### config.mk
export PLATFORM = sky130hd
export DESIGN_NAME = decode_alu_unit_flat
export DESIGN_NICKNAME = d
export VERILOG_FILES = /design/src/rtl/decode_alu_unit_if.sv /design/src/rtl/decode_alu_unit.sv /design/src/flat_wrapper.sv
export SDC_FILE = /design/constraint.sdc
export NUM_CORES = 1
export LEC_CHECK = 0
export ABC_AREA = 1
export BUFFER_PORTS_ARGS = -buffer_cell sky130_fd_sc_hd__buf_2
export CORE_MARGIN = 10
export CORE_UTILIZATION = 25
export CTS_CLUSTER_SIZE = 16
export DETAILED_ROUTE_END_ITERATION = 10
export SLEW_MARGIN = 0
export SYNTH_ARGS = -nofsm -noshare
export SYNTH_HDL_FRONTEND = slang
export SYNTH_SLANG_ARGS = --single-unit
### constraint.sdc
create_clock -name clock -period 2.75 [get_ports clock]
set_clock_uncertainty 0.15 [all_clocks]
set_input_delay 0.275 -clock clock [delete_from_list [all_inputs] [get_ports clock]]
set_output_delay 0.275 -clock clock [all_outputs]
set_load 0.01 [all_outputs]
### src/rtl/decode_alu_unit_if.sv
// ============================================================================
// Module      : decode_alu_unit_if
// Description : Bus bundle between instruction memory/register bank and the
//               decode-execute stage.
// Revision    : 1.0 - initial release
// ============================================================================
`default_nettype none

interface decode_alu_unit_if;
  logic [15:0] instr;
  logic [7:0]  r1;
  logic [7:0]  r2;
  logic [4:0]  alu_op;
  logic [2:0]  addr1;
  logic [2:0]  addr2;
  logic        show;
  logic        write;
  logic [7:0]  res;
  logic        CF;
  logic        ZF;
  logic        SF;
  logic        OF;

  modport master (
    output instr, r1, r2,
    input  alu_op, addr1, addr2, show, write, res, CF, ZF, SF, OF
  );

  modport slave (
    input  instr, r1, r2,
    output alu_op, addr1, addr2, show, write, res, CF, ZF, SF, OF
  );
endinterface

`default_nettype wire

### src/rtl/decode_alu_unit.sv
// ============================================================================
// Module      : decode_alu_unit
// Description : Single-cycle decode + 8-bit ALU with registered CF/ZF/SF/OF.
// Revision    : 1.0 - initial release
// ============================================================================
`default_nettype none

module decode_alu_unit (
  input  wire logic          clock,
  input  wire logic          reset,
  decode_alu_unit_if.slave   bus
);

  localparam logic [4:0] c_NOP  = 5'h00;
  localparam logic [4:0] c_ADD  = 5'h01;
  localparam logic [4:0] c_SUB  = 5'h02;
  localparam logic [4:0] c_AND  = 5'h03;
  localparam logic [4:0] c_OR   = 5'h04;
  localparam logic [4:0] c_XOR  = 5'h05;
  localparam logic [4:0] c_NOT  = 5'h06;
  localparam logic [4:0] c_SHL  = 5'h07;
  localparam logic [4:0] c_SHR  = 5'h08;
  localparam logic [4:0] c_ADDI = 5'h09;
  localparam logic [4:0] c_SUBI = 5'h0A;
  localparam logic [4:0] c_MOV  = 5'h0B;
  localparam logic [4:0] c_CMP  = 5'h0C;
  localparam logic [4:0] c_SHOW = 5'h0D;
  localparam logic [4:0] c_LDI  = 5'h0E;

  logic [4:0] w_op;
  logic [7:0] w_im;
  logic [7:0] w_opb;
  logic [8:0] w_add;
  logic [8:0] w_sub;
  logic [7:0] w_res;
  logic       w_write;
  logic       w_show;
  logic       w_upd;
  logic       w_cf;
  logic       w_of;
  logic       w_unused_bits;

  logic       r_cf;
  logic       r_zf;
  logic       r_sf;
  logic       r_of;

  assign w_op          = bus.instr[15:11];
  assign w_im          = {5'b0, bus.instr[7:5]};
  assign w_unused_bits = ^bus.instr[4:0];

  // Immediate forms share the adder/subtractor with the register forms.
  assign w_opb = (w_op == c_ADDI || w_op == c_SUBI) ? w_im : bus.r2;
  assign w_add = {1'b0, bus.r1} + {1'b0, w_opb};
  assign w_sub = {1'b0, bus.r1} - {1'b0, w_opb};

  always_comb begin
    w_res   = 8'h00;
    w_write = 1'b0;
    w_show  = 1'b0;
    w_upd   = 1'b0;
    w_cf    = 1'b0;
    w_of    = 1'b0;
    case (w_op)
      c_ADD, c_ADDI: begin
        w_res   = w_add[7:0];
        w_write = 1'b1;
        w_upd   = 1'b1;
        w_cf    = w_add[8];
        w_of    = (bus.r1[7] == w_opb[7]) && (w_add[7] != bus.r1[7]);
      end
      c_SUB, c_SUBI, c_CMP: begin
        w_res   = w_sub[7:0];
        w_write = (w_op != c_CMP);
        w_upd   = 1'b1;
        w_cf    = w_sub[8];
        w_of    = (bus.r1[7] != w_opb[7]) && (w_sub[7] != bus.r1[7]);
      end
      c_AND: begin w_res = bus.r1 & bus.r2; w_write = 1'b1; w_upd = 1'b1; end
      c_OR:  begin w_res = bus.r1 | bus.r2; w_write = 1'b1; w_upd = 1'b1; end
      c_XOR: begin w_res = bus.r1 ^ bus.r2; w_write = 1'b1; w_upd = 1'b1; end
      c_NOT: begin w_res = ~bus.r1;         w_write = 1'b1; w_upd = 1'b1; end
      c_SHL: begin
        w_res   = {bus.r1[6:0], 1'b0};
        w_write = 1'b1;
        w_upd   = 1'b1;
        w_cf    = bus.r1[7];
        w_of    = bus.r1[7] ^ bus.r1[6];
      end
      c_SHR: begin
        w_res   = {1'b0, bus.r1[7:1]};
        w_write = 1'b1;
        w_upd   = 1'b1;
        w_cf    = bus.r1[0];
      end
      c_MOV:  begin w_res = bus.r2; w_write = 1'b1; end
      c_SHOW: begin w_res = bus.r1; w_show  = 1'b1; end
      c_LDI:  begin w_res = w_im;   w_write = 1'b1; end
      c_NOP:  ;
      default: ;
    endcase
  end

  always_ff @(posedge clock or posedge reset) begin
    if (reset) begin
      r_cf <= 1'b0;
      r_zf <= 1'b0;
      r_sf <= 1'b0;
      r_of <= 1'b0;
    end else if (w_upd) begin
      r_cf <= w_cf;
      r_zf <= (w_res == 8'h00);
      r_sf <= w_res[7];
      r_of <= w_of;
    end
  end

  assign bus.alu_op = w_op;
  assign bus.addr1  = bus.instr[10:8];
  assign bus.addr2  = bus.instr[7:5];
  assign bus.res    = w_res;
  assign bus.write  = w_write;
  assign bus.show   = w_show;
  assign bus.CF     = r_cf;
  assign bus.ZF     = r_zf;
  assign bus.SF     = r_sf;
  assign bus.OF     = r_of;

endmodule

`default_nettype wire

### src/flat_wrapper.sv
// flat-port wrapper written by rule: the top's interface ports become plain ports
module decode_alu_unit_flat 
  (clock, reset, bus_instr, bus_r1, bus_r2, bus_alu_op, bus_addr1, bus_addr2, bus_show, bus_write, bus_res, bus_CF, bus_ZF, bus_SF, bus_OF);
  decode_alu_unit_if bus_i ();
  input  wire logic clock;
  input  wire logic reset;
  input wire logic [$bits(bus_i.instr)-1:0] bus_instr;
  input wire logic [$bits(bus_i.r1)-1:0] bus_r1;
  input wire logic [$bits(bus_i.r2)-1:0] bus_r2;
  output wire logic [$bits(bus_i.alu_op)-1:0] bus_alu_op;
  output wire logic [$bits(bus_i.addr1)-1:0] bus_addr1;
  output wire logic [$bits(bus_i.addr2)-1:0] bus_addr2;
  output wire logic [$bits(bus_i.show)-1:0] bus_show;
  output wire logic [$bits(bus_i.write)-1:0] bus_write;
  output wire logic [$bits(bus_i.res)-1:0] bus_res;
  output wire logic [$bits(bus_i.CF)-1:0] bus_CF;
  output wire logic [$bits(bus_i.ZF)-1:0] bus_ZF;
  output wire logic [$bits(bus_i.SF)-1:0] bus_SF;
  output wire logic [$bits(bus_i.OF)-1:0] bus_OF;
  assign bus_i.instr = bus_instr;
  assign bus_i.r1 = bus_r1;
  assign bus_i.r2 = bus_r2;
  assign bus_alu_op = bus_i.alu_op;
  assign bus_addr1 = bus_i.addr1;
  assign bus_addr2 = bus_i.addr2;
  assign bus_show = bus_i.show;
  assign bus_write = bus_i.write;
  assign bus_res = bus_i.res;
  assign bus_CF = bus_i.CF;
  assign bus_ZF = bus_i.ZF;
  assign bus_SF = bus_i.SF;
  assign bus_OF = bus_i.OF;
  decode_alu_unit u_core (.clock(clock), .reset(reset), .bus(bus_i));
endmodule
==> results of run 1 <==
-- what timing repair did --
action	in CTS	in global routing
pin swaps	5	20
resized for setup	30	56
hold buffers	1	0
hold endpoints to repair	4	0
setup endpoints to repair	8	10
buffers inserted	3	4
-- cell families (layout without fill, tap and decap cells) --
| family | after synthesis | after routing |
|---|---|---|
| mux | 1 | 1 |
| compound gates | 26 | 26 |
| xor+xnor | 2 | 2 |
| buf+inv | 86 | 171 |
| flops | 4 | 4 |
| fa+ha+maj | 37 | 37 |
| simple gates | 258 | 258 |
-- stage by stage --
step / setup slack [ns] / area (sq um) / cells / hold WS, ns
after floorplan: -0.01979 / 2261 / 414 / -0.1089
after global placement: -0.2037 / 2833 / 596 / 0.005418
after detailed placement: -0.2830 / 2833 / 596 / 0.01013
after CTS: 0.002068 / 3015 / 603 / 0.3297
after global routing: -0.04362 / 3284 / 607 / 0.3577
final: 0.03014 / 3284 / 607 / 0.3299
-- where the power goes --
group / switching (mW) / internal, mW
clock network: 0.0308 / 0.0933
registers: 0.00647 / 0.0729
logic: 0.320 / 0.251
total: 0.358 / 0.418
-- state kept, by name, summed over array words and instances (netlist names) --
register       cells
u_core.bus.CF      1
u_core.bus.ZF      1
u_core.bus.OF      1
u_core.bus.SF      1
-- area by class of cell --
| cell class | instances | share of cell area, % |
|---|---|---|
| flip-flops and latches | 4 | 3.048 |
| repair buffers | 97 | 20.23 |
| well taps | 108 | 4.114 |
| multi-input cells | 324 | 63.09 |
| clock buffers | 3 | 1.257 |
| inverters | 71 | 8.267 |
-- cells in the final DEF, fill, tap and decap left out, drive strengths merged --
cell / n
nand3b: 5
o21ai: 11
a21boi: 1
clkbuf: 3
o211ai: 1
ha: 35
xor2: 2
nand3: 57
nor2: 52
nand4: 10
inv: 71
a21oi: 9
fa: 2
nand2: 129
nor3: 3
buf: 96
and2: 1
o2111ai: 1
a21o: 1
o22ai: 2
or2: 1
dfrtp: 4
mux2: 1
dlygate4sd3: 1
-- layer usage --
layer | GRT usage, % | part of all wire [%]
met3 | 2.083 | 6.3
met4 | 2.228 | 1.0
met5 | 0 | 0
met2 | 20.95 | 50
met1 | 14.52 | 43
-- critical path: stages --
cell,delay [ns]
buf_4,0.12
inv_2,0.06
nand2_2,0.06
nand2_2,0.09
nand3_4,0.13
inv_4,0.12
nand2_4,0.06
o21ai_4,0.07
ha_2,0.20
inv_2,0.04
fa_2,0.36
or2_4,0.24
nand3_2,0.08
nand3_2,0.07
nor2_2,0.14
inv_1,0.06
buf_6,0.12
-- worst min path at each step --
stage | slack, ns | to | cells past startpoint
6_report | 0.33 | u_core.bus.ZF | 2
5_1_grt | 0.36 | u_core.bus.CF | 3
4_1_cts | 0.33 | u_core.bus.ZF | 2
3_5_place_dp | 0.01 | u_core.bus.OF | 2
3_3_place_gp | 0.005 | u_core.bus.CF | 2
2_1_floorplan | -0.11 | u_core.bus.CF | 1
==> impl_metrics.py, run 1 <==
metrics = {
    "floorplan": {
        "die_h_um": 115.1,
        "placement_rows": 34,
        "initial_core_util_pct": 25.80,
        "die_width_um": 115.1,
        "io_pins": 59,
        "placeableCoreArea_sq_um": 8763,
        "fp.dieArea_sq_um": 13250,
    },
    "logic_synthesis": {
        "synth_enable_flop_cells": 0,
        "netlist.top_cell.by_area": "nand2_1",
        "synth_seq_cells": 4,
        "synthesis.yosys.warnings": 0,
        "avgSynthCellArea_sq_um": 5.461,
        "post_synth_xor_area_fraction_pct": 0.7748,
        "synthesis.nets": 485,
        "synth_cells": 414,
        "synth-main-ff-cell": "dfrtp_1",
        "post_synth_fa_ha_maj_area_fraction_pct": 21.14,
        "ys_top_cells_by_count": "nand2_1 (126), inv_1 (67), nand3_1 (57)",
        "yosysMostFrequentCell": "nand2_1",
        "synth_top_family_by_area": "simple AND/OR/NAND/NOR gates",
        "synth.yosys.seq_area_share_pct": 4.427,
        "netlist-cell-type-count": 30,
        "synth_mux_area_share_pct": 0.4981,
        "complex_gate_fraction_of_the_synthesized_area_pct": 6.364,
        "synth_area_sq_um": 2261,
        "synthTopCellsByArea": "nand2_1 (21%), ha_1 (19%), nand3_1 (13%), inv_1 (11%), nor2_1 (7.1%)",
        "synth-simple-area-share_pct": 49.86,
        "netlist.area_leader.share_pct": 20.92,
        "synth-async-reset-ratio_pct": 100.0,
    },
    "clock_tree": {
        "clock_path_buffers": 2,
        "clk_transition_reported_paths_ns": 0.03,
        "cts.htree.levels": 1,
        "clockRootBuffer": "clkbuf_8",
        "cts-buffers-inserted": 3,
        "cts_num_sinks": 4,
        "clock_insertion_delay_at_the_later_pin_of_the_skew_report_ns": 0.22,
        "tritoncts": "yes",
    },
    "sta": {
        "slew_headroom_pct": 65.31,
        "slew_viol_final": 0,
        "clock.fmax_ghz": 0.3677,
        "grt_setup_unrepaired": "true",
        "hold_violations": 0,
        "setup-tns-final_ns": 0,
        "min_period_over_period_pct": 98.90,
        "max_slew.worst_pin.slew_ns": 0.5198,
        "final.min_clock_period_ns": 2.720,
        "setup_viol": 0,
    },
    "global_route": {
        "vias_in_the_first_global_route": 2849,
        "pin_count_of_the_biggest_net_entering_global_routing": 18,
        "grt_pass1_wl_um": 13280,
        "grt_antenna_before_repair": 0,
        "grt_util_all_layers_pct": 11.79,
        "globalRouteOverflowTotal": 0,
    },
    "cells_and_area": {
        "ff_latch_area_sq_um": 100.1,
        "insertedDiodeCount": 0,
        "area.growth.synth_to_final_pct": 45.27,
        "post-route-util_pct": 37.48,
        "final.fill_count": 933,
        "layout-drive-gt1-share_pct": 35.47,
        "nets": 572,
        "multiInputGateArea_sq_um": 2072,
    },
    "drt": {
        "detail_route.drc_violations": 0,
        "via_per_inst": 4.774,
        "dr_total_vias": 2898,
        "wl_per_cell_um": 13.80,
        "total_length_of_routed_wires_um": 8379,
        "drt_iter0_markers": 213,
        "drt_pass1_iterations": 4,
        "postRouteAntennaNets": 0,
    },
    "worst_setup_path": {
        "worst-path-max-fanout": 4,
        "critical_path.reg2reg.startpoint": "u_core.bus.SF",
        "timing.critical_path.from_type": "input port",
        "setup.worst_path.start": "bus_instr[11]",
        "timing_worst_setup_path_type": "input port to output pin",
        "worst-r2r-cell-count": 1,
        "reg2reg_setup_slack_ns": 1.85,
        "endpoint_kind": "output pin",
        "endpoint": "bus_res[2]",
        "critical_path_required_ns": 2.33,
        "crit-reg2reg-capture": "u_core.bus.SF",
        "worst-endpoint-arrival_ns": 2.29,
    },
    "place": {
        "detailed_place_hpwl_um": 6609,
        "gpl.final_weighted_congestion": 0.9190,
        "port_buffers": 47,
    },
    "run": {
        "cap_viol_max_count": 0,
    },
    "power_and_ir_drop": {
        "max-vdd-ir-drop_mv": 0.1170,
        "cellLeakagePower_nw": 1.859,
        "finalPower_mw": 0.7752,
        "power_density_nw_per_um2": 236.0,
    },
    "hold_path": {
        "hold_path.class": "flip-flop to flip-flop",
        "worstHoldStart": "u_core.bus.ZF",
    },
    "outcome": {
        "run_status": "completed",
    },
}
Power figures use the tool's default switching activity.
==> run 2, diff against run 1 <==
--- a/config.mk
+++ b/config.mk
@@ -11,6 +11,8 @@
 export CORE_UTILIZATION = 25
 export CTS_CLUSTER_SIZE = 16
 export DETAILED_ROUTE_END_ITERATION = 10
+export HOLD_SLACK_MARGIN = 0.15
+export PLACE_DENSITY_LB_ADDON = 0.12
 export SLEW_MARGIN = 0
 export SYNTH_ARGS = -nofsm -noshare
 export SYNTH_HDL_FRONTEND = slang
==> impl_metrics.py, run 2 (synthesized netlist as in run 1, its figures left out) <==
metrics = {
    "outcome": {
        "run_status": "completed",
    },
    "floorplan": {
        "fp.dieArea_sq_um": 13250,
        "placement_rows": 34,
        "die_width_um": 115.1,
        "initial_core_util_pct": 25.80,
        "placeableCoreArea_sq_um": 8763,
        "io_pins": 59,
        "die_h_um": 115.1,
    },
    "cells_and_area": {
        "insertedDiodeCount": 0,
        "area.growth.synth_to_final_pct": 45.99,
        "nets": 571,
        "layout-drive-gt1-share_pct": 35.94,
        "layout_common_cells": "nand2_1 (113), inv_1 (59), nand3_1 (45)",
        "post-route-util_pct": 37.66,
        "mostFrequentLayoutCell": "nand2_1",
    },
    "place": {
        "post-place-ws_ns": -0.3180,
        "gpl.final_weighted_congestion": 0.7914,
        "port_buffers": 47,
        "detailed_place_hpwl_um": 7046,
    },
    "global_route": {
        "grt_antenna_before_repair": 0,
        "globalRouteOverflowTotal": 0,
        "vias_in_the_first_global_route": 2693,
        "grt_util_all_layers_pct": 12.80,
        "pin_count_of_the_biggest_net_entering_global_routing": 18,
        "grt_pass1_wl_um": 13940,
    },
    "drt": {
        "drt_pass1_iterations": 4,
        "drt_iter0_markers": 126,
        "total_length_of_routed_wires_um": 8788,
        "detail_route.drc_violations": 0,
        "wl_per_cell_um": 14.50,
        "via_per_inst": 4.612,
        "dr_total_vias": 2795,
        "postRouteAntennaNets": 0,
    },
    "clock_tree": {
        "clock_path_buffers": 2,
        "cts-buffers-inserted": 3,
        "tritoncts": "yes",
        "clockRootBuffer": "clkbuf_8",
        "clock_insertion_delay_at_the_later_pin_of_the_skew_report_ns": 0.22,
        "cts_num_sinks": 4,
        "cts.htree.levels": 1,
        "clk_transition_reported_paths_ns": 0.03,
    },
    "worst_setup_path": {
        "setup.worst_path.start": "bus_instr[12]",
        "worst-path-max-fanout": 4,
        "critPathSlowestCell": "fa_2",
        "reg2reg_setup_slack_ns": 1.87,
        "timing_worst_setup_path_type": "input port to output pin",
        "max_stage_delay_ns": 0.37,
        "critical_path_required_ns": 2.33,
        "critPathMostFrequentCell": "nand2_4",
        "endpoint_kind": "output pin",
        "timing.critical_path.from_type": "input port",
        "crit_path_cell_trace": "buf_6 -> inv_4 -> nand2_4 -> nand2_4 -> nand3_4 -> inv_4 -> nand2_4 -> o21ai_4 -> ha_2 -> inv_2 -> fa_2 -> nand3_2 -> nand2_2 -> nand2_2 -> nand2_1 -> nand2_1 -> nand3_1 -> nand3_2 -> buf_6",
        "worst-endpoint-arrival_ns": 2.22,
        "critical_path.reg2reg.startpoint": "u_core.bus.SF",
    },
    "sta": {
        "setup_viol": 0,
        "clock.fmax_ghz": 0.3785,
        "setup-tns-final_ns": 0,
        "final.min_clock_period_ns": 2.642,
        "worst_slack_ns": 0.1077,
        "min_period_over_period_pct": 96.08,
        "hold_violations": 0,
        "holdWs_ns": 0.3276,
        "slew_viol_final": 0,
        "slew_headroom_pct": 67.70,
        "max_slew.worst_pin.slew_ns": 0.4827,
    },
    "run": {
        "cap_viol_max_count": 0,
    },
    "hold_path": {
        "hold_path.class": "input port to async pin",
    },
    "power_and_ir_drop": {
        "max-vdd-ir-drop_mv": 0.08208,
        "cellLeakagePower_nw": 1.866,
        "power_density_nw_per_um2": 234.9,
    },
}
run 2: cell count changes in the layout (fill, tap and decap cells not counted), moves of 2 or more:
cell / previous run / this run
inv_4: 2 / 4
buf_2: 40 / 43
buf_4: 47 / 43
nand2_2: 14 / 12
nand2_4: 1 / 4
run 2: stage by stage:
step / std cells / power [mW] / cell area [sq um]
2_1_floorplan: 414 / 0.3469 / 2261
3_3_place_gp: 597 / 0.5566 / 2840
3_5_place_dp: 597 / 0.5565 / 2840
4_1_cts: 604 / 0.7202 / 3028
5_1_grt: 606 / 0.8521 / 3301
6_report: 606 / 0.7753 / 3301
run 2: where the power goes:
part / switching [mW] / internal (mW)
clock network: 0.0330 / 0.0935
logic: 0.321 / 0.248
registers: 0.00646 / 0.0729
run 2: critical path: cells and delay by family:
| kind | cells | cell delay, ns |
|---|---|---|
| AO/OA/AOI/OAI | 1 | 0.08 |
| adder cells (fa/ha/maj) | 2 | 0.58 |
| buffers and inverters | 5 | 0.41 |
| AND/OR/NAND/NOR | 11 | 0.86 |
run 2: final timing paths:
path	endpoint	depth (start not counted)
min in group clock	u_core.bus.ZF	2
setup / recovery	bus_res[6]	19
setup reg to reg	u_core.bus.SF	1
max in group asynchronous	u_core.bus.ZF	3
hold / removal	u_core.bus.OF	3
hold reg to reg	u_core.bus.ZF	2
run 2: timing repair:
item                                   in CTS  in global routing
endpoints found under the hold margin       4                  0
hold buffers                                1                  0
setup buffers                               3                  2
setup endpoints to repair                   9                  9
gates resized for setup                    26                 69
pin swaps                                   3                 22
run 2: layer usage:
| layer | routed length [um] | global-route usage, % | share of wire, % |
|---|---|---|---|
| met1 | 4150 | 17.26 | 47 |
| met4 | 38 | 1.980 | 0.43 |
| met2 | 4186 | 21.28 | 48 |
| met3 | 412 | 1.979 | 4.7 |
| met5 | 0 | 0 | 0 |
run 2: layout make-up:
type | count | area, sq um
clock buffers | 3 | 41.29
fillers | 989 | 5463
inverters | 71 | 276.5
multi-input cells | 324 | 2098
flip-flops and latches | 4 | 100.1
well taps | 108 | 135.1
repair buffers | 96 | 649.4
